<file path="src/rtl/uart_rx_fifo.sv">
// Receive-side frame FIFO behind the UART receiver: edge-detected frame capture,
// registered 1-cycle read port, sticky overflow flag and saturating error-frame counter.
module uart_rx_fifo #(
    parameter int DEPTH    = 16,
    parameter bit DROP_ERR = 1'b0,
    parameter int ERRCNT_W = 8
) (
    input  logic                     clk,
    input  logic                     rst,
    input  logic [7:0]               p_data,
    input  logic                     valid_data,
    input  logic                     parity_err,
    input  logic                     stop_err,
    input  logic                     rd_en,
    output logic [7:0]               rd_data,
    output logic                     rd_perr,
    output logic                     rd_serr,
    output logic                     rd_valid,
    output logic                     empty,
    output logic                     full,
    output logic [$clog2(DEPTH):0]   count,
    output logic                     overflow,
    input  logic                     clr_ovf,
    output logic [ERRCNT_W-1:0]      err_cnt
);

    localparam int AW = $clog2(DEPTH);
    localparam int CW = AW + 1;

    logic [9:0]          mem_q [DEPTH];
    logic [AW-1:0]       wr_ptr_q, wr_ptr_d;
    logic [AW-1:0]       rd_ptr_q, rd_ptr_d;
    logic [CW-1:0]       count_q, count_d;
    logic [7:0]          rd_data_q, rd_data_d;
    logic                rd_perr_q, rd_perr_d;
    logic                rd_serr_q, rd_serr_d;
    logic                rd_valid_q, rd_valid_d;
    logic                overflow_q, overflow_d;
    logic [ERRCNT_W-1:0] err_cnt_q, err_cnt_d;
    logic                valq_q, valq_d;

    logic wr_evt_s, err_s, accept_s, rd_fire_s, do_wr_s, empty_s, full_s;

    assign empty_s = (count_q == {CW{1'b0}});
    assign full_s  = (count_q == CW'(DEPTH));

    // Handshake decode: one write event per rising edge of valid_data.
    always_comb begin
        wr_evt_s  = valid_data & ~valq_q;
        err_s     = parity_err | stop_err;
        accept_s  = wr_evt_s & ~(DROP_ERR & err_s);
        rd_fire_s = rd_en & ~empty_s;
        do_wr_s   = accept_s & (~full_s | rd_fire_s);
    end

    // Next-state for pointers, occupancy, read port and statistics.
    always_comb begin
        valq_d     = valid_data;
        wr_ptr_d   = wr_ptr_q;
        rd_ptr_d   = rd_ptr_q;
        count_d    = count_q;
        rd_data_d  = rd_data_q;
        rd_perr_d  = rd_perr_q;
        rd_serr_d  = rd_serr_q;
        rd_valid_d = 1'b0;
        overflow_d = overflow_q;
        err_cnt_d  = err_cnt_q;

        if (do_wr_s) begin
            wr_ptr_d = wr_ptr_q + AW'(1'b1);
        end else begin
            wr_ptr_d = wr_ptr_q;
        end

        if (rd_fire_s) begin
            rd_ptr_d   = rd_ptr_q + AW'(1'b1);
            rd_valid_d = 1'b1;
            rd_data_d  = mem_q[rd_ptr_q][7:0];
            rd_perr_d  = mem_q[rd_ptr_q][8];
            rd_serr_d  = mem_q[rd_ptr_q][9];
        end else begin
            rd_valid_d = 1'b0;
        end

        case ({do_wr_s, rd_fire_s})
            2'b10:   count_d = count_q + CW'(1'b1);
            2'b01:   count_d = count_q - CW'(1'b1);
            default: count_d = count_q;
        endcase

        // A new loss outranks a simultaneous clear so no event goes unreported.
        if (accept_s & full_s & ~rd_fire_s) begin
            overflow_d = 1'b1;
        end else if (clr_ovf) begin
            overflow_d = 1'b0;
        end else begin
            overflow_d = overflow_q;
        end

        if (wr_evt_s && err_s && (err_cnt_q != {ERRCNT_W{1'b1}})) begin
            err_cnt_d = err_cnt_q + ERRCNT_W'(1'b1);
        end else begin
            err_cnt_d = err_cnt_q;
        end
    end

    // Control and output registers; valq resets high to ignore a level held through reset.
    always_ff @(posedge clk or negedge rst) begin
        if (!rst) begin
            valq_q     <= 1'b1;
            wr_ptr_q   <= {AW{1'b0}};
            rd_ptr_q   <= {AW{1'b0}};
            count_q    <= {CW{1'b0}};
            rd_data_q  <= 8'h00;
            rd_perr_q  <= 1'b0;
            rd_serr_q  <= 1'b0;
            rd_valid_q <= 1'b0;
            overflow_q <= 1'b0;
            err_cnt_q  <= {ERRCNT_W{1'b0}};
        end else begin
            valq_q     <= valq_d;
            wr_ptr_q   <= wr_ptr_d;
            rd_ptr_q   <= rd_ptr_d;
            count_q    <= count_d;
            rd_data_q  <= rd_data_d;
            rd_perr_q  <= rd_perr_d;
            rd_serr_q  <= rd_serr_d;
            rd_valid_q <= rd_valid_d;
            overflow_q <= overflow_d;
            err_cnt_q  <= err_cnt_d;
        end
    end

    // Frame storage; contents become unreachable on reset via the pointers.
    always_ff @(posedge clk) begin
        if (do_wr_s) begin
            mem_q[wr_ptr_q] <= {stop_err, parity_err, p_data};
        end
    end

    assign rd_data  = rd_data_q;
    assign rd_perr  = rd_perr_q;
    assign rd_serr  = rd_serr_q;
    assign rd_valid = rd_valid_q;
    assign empty    = empty_s;
    assign full     = full_s;
    assign count    = count_q;
    assign overflow = overflow_q;
    assign err_cnt  = err_cnt_q;

endmodule
</file>
<file path="config.mk">
export PLATFORM = sky130hd
export DESIGN_NAME = uart_rx_fifo
export DESIGN_NICKNAME = d
export VERILOG_FILES = /design/src/rtl/uart_rx_fifo.sv
export SDC_FILE = /design/constraint.sdc
export NUM_CORES = 1
export LEC_CHECK = 0
export ABC_AREA = 1
export CORE_ASPECT_RATIO = 0.9
export CORE_MARGIN = 3
export CORE_UTILIZATION = 40
export DETAILED_ROUTE_END_ITERATION = 7
export MAX_ROUTING_LAYER = met4
export PLACE_DENSITY_LB_ADDON = 0.05
export SYNTH_ARGS = -nofsm -noshare
export SYNTH_HDL_FRONTEND = slang
export SYNTH_SLANG_ARGS = --single-unit
</file>
<file path="constraint.sdc">
create_clock -name clk -period 1.7 [get_ports clk]
set_clock_uncertainty 0.05 [all_clocks]
set_input_delay 0.34 -clock clk [delete_from_list [all_inputs] [get_ports clk]]
set_output_delay 0.34 -clock clk [all_outputs]
set_load 0.005 [all_outputs]
</file>
==> flow_summary.json <==
{
  "fp.dieH_um": 140.1,
  "drive_gt1_frac": 0.2474,
  "async_reset_ff_frac": 0.1753,
  "area_growth_pct": 31.24,
  "syn_avg_cell_area_um2": 12.47,
  "clock_latency_ns": 0.43,
  "cp_max_fo": 4,
  "start_util": 0.4119,
  "postSynthCellCount": 641,
  "firstDrtPassIters": 5,
  "endpoint_kind": "register",
  "synth_flop_cell": "edfxtp_1",
  "ant_nets": 0,
  "design.final.nets": 791,
  "start_kind": "register",
  "cp_common_cell": "nand2_1",
  "io-pin-count": 42,
  "core_um2": 19400,
  "routedWlPerCell_um": 19.75,
  "hpwlAfterDp_mm": 13.53,
  "synth.distinct_cells": 32,
  "slew_headroom": 0.6762,
  "p_total_mw": 16.72,
  "finalCriticalPeriod_ns": 1.919,
  "grt.overflow.total": 0,
  "final_common_cell": "edfxtp_1",
  "clock-sinks": 194,
  "fin_ws_ns": -0.2191,
  "p_per_area_nw_per_um2": 1595,
  "cts_inserted_buffers": 17,
  "tritoncts": "yes",
  "worst_pin_slew_ns": 0.4857,
  "max_freq_mhz": 521.1,
  "drv_slew": 0,
  "syn_area_um2": 7990,
  "synthTopCellsByArea": "edfxtp_1 60%, dfrtp_1 10%, nor2_1 6.3%",
  "cp_cell_sequence": "nor2_4 > buf_6 > nand3_4 > buf_6 > nand3_4 > nand2_2 > nand2_2 > inv_2 > ha_4 > inv_2 > nand2_2 > nand3_2 > nand2_1 > nand3_1 > nand2_1 > nand2_1 > nand2_1",
  "antenna_found_initial": 0,
  "yosysTopAreaCell": "edfxtp_1",
  "critPathKind": "register to register",
  "clk_pin_slew_worst_paths_ns": 0.07,
  "violations": "negative setup slack",
  "dp.cells": 979,
  "clock_path_buffers": 2,
  "tns_ns": -26.17,
  "root_buffer": "clkbuf_16",
  "static-leakage-power_nw": 3.807,
  "worst-endpoint-arrival_ns": 2.19,
  "vias": 5445,
  "cp_slowest_cell": "dfrtp_1",
  "first_iter_violations": 348,
  "synth_nets": 664,
  "antenna_cells": 0,
  "critPathRequiredTime_ns": 1.97,
  "synth-edff-count": 160,
  "cap_viol_max_count": 0,
  "slowest_delay_ns": 0.41,
  "grt_max_degree": 39,
  "gp_congestion": 0.8835,
  "viasPerCell": 5.286,
  "hold_class": "primary input to register",
  "wl_mm": 20.35,
  "rsz0062_at_grt": "yes",
  "grt_pass1_wl_mm": 31.84,
  "grt_pass1_vias": 5299,
  "stdcell_count": 1030,
  "cts_max_level": 4,
  "portBuffers": 41,
  "pre_cts_ws_ns": -0.5074,
  "final_cell_mix": "160 x edfxtp_1, 115 x nor2_1, 70 x o21ai_0",
  "setup_violations": 172,
  "status": "complete, but fails checks",
  "ir_worst_vdd_mv": 0.7525,
  "timing.final.hold_violations": 0,
  "grt.total_usage": 0.2010,
  "ys_warn_count": 0,
  "drcViolationCount": 0,
  "die-area_um2": 21710,
  "fin_crit_sh": 1.129,
  "ys_ff_latch": 194,
  "rows": 48,
  "die_w_um": 155.0,
  "ys_seq_area_frac": 0.7080,
  "synth_top_cell_area_share": 0.6013
}
synth_stat cells, drive strengths merged (7+ instances only):
master,instances
edfxtp,160
nor2,138
o21ai,89
nand2,43
dfrtp,33
o211ai,33
inv,29
buf,24
nand3,22
xor2,12
o22ai,11
a31oi,10
clkbuf,9
ha,8
o221ai,7
logic make-up (layout without fill, tap and decap cells):
logic type,count (synthesis),after routing,share of synthesized area
AND/OR/NAND/NOR,209,209,0.1163
flip-flops,194,194,0.7080
AO/OA/AOI/OAI,150,150,0.1109
buffers and inverters,65,204,0.03586
XOR/XNOR,15,15,0.01644
adder cells (fa/ha/maj),8,8,0.01253
layout make-up:
class                           instances  area, µm²
Clock inverter                         12      130.1
Sequential cell                       194       5660
Timing Repair Buffer                  141       1525
Tap cell                              250      312.8
Multi-Input combinational cell        382       2260
Inverter                               32      145.1
Clock buffer                           19      452.9
Fill cell                            1644       8912
layer usage:
layer / routed length [µm] / GRT usage
met1: 9979 / 0.3047
met3: 1037 / 0.03522
met2: 9017 / 0.2807
met5: 0 / -
met4: 310 / 0.05344
registers in the layout, indices dropped and copies added, names as in the netlist:
name	count
rd_perr	1
valq_q	1
rd_ptr_q	4
err_cnt	8
count	5
rd_serr	1
rd_data	8
overflow	1
rd_valid	1
wr_ptr_q	4
mem_q	160
worst paths after layout:
check                      startpoint     endpoint  slack [ns]  cells past startpoint
max in group asynchronous         rst       valq_q        0.69                      3
hold / removal             valid_data       valq_q        0.31                      1
min in group asynchronous         rst  rd_ptr_q[0]        0.35                      2
setup reg to reg             count[2]     count[4]       -0.22                     17
setup / recovery             count[2]     count[4]       -0.22                     17
hold reg to reg            err_cnt[7]   err_cnt[7]        0.48                      1
report_power, final:
group	switching [mW]	internal (mW)
Sequential	0.362	5.72
Clock	1.73	2.24
Combinational	3.84	2.83
Total	5.93	10.8
worst max-delay path, delay by kind of cell, from the launching register on:
| family | cells | cell delay, ns |
|---|---|---|
| flops | 1 | 0.41 |
| buf+inv | 4 | 0.37 |
| simple gates | 12 | 0.84 |
| fa+ha+maj | 1 | 0.15 |
through the flow:
stage | area, µm² | util | hold WS, ns
after global placement | 9442 | 0.4867 | 0.2804
after CTS | 10310 | 0.5313 | 0.2920
final | 10490 | 0.5406 | 0.3098
after detailed placement | 9442 | 0.4867 | 0.2779
after floorplan | 8020 | - | -0.005591
after global routing | 10490 | 0.5406 | 0.2964
repair_timing:
action | 4_1_cts | 5_1_grt
gates resized for setup | 72 | 41
pin swaps | 10 | 11
endpoints found under the setup margin | 177 | 194
setup buffers | 16 | 7
hold endpoints to repair | 15 | 0
hold buffers | 1 | 0
Power figures use the tool's default switching activity.
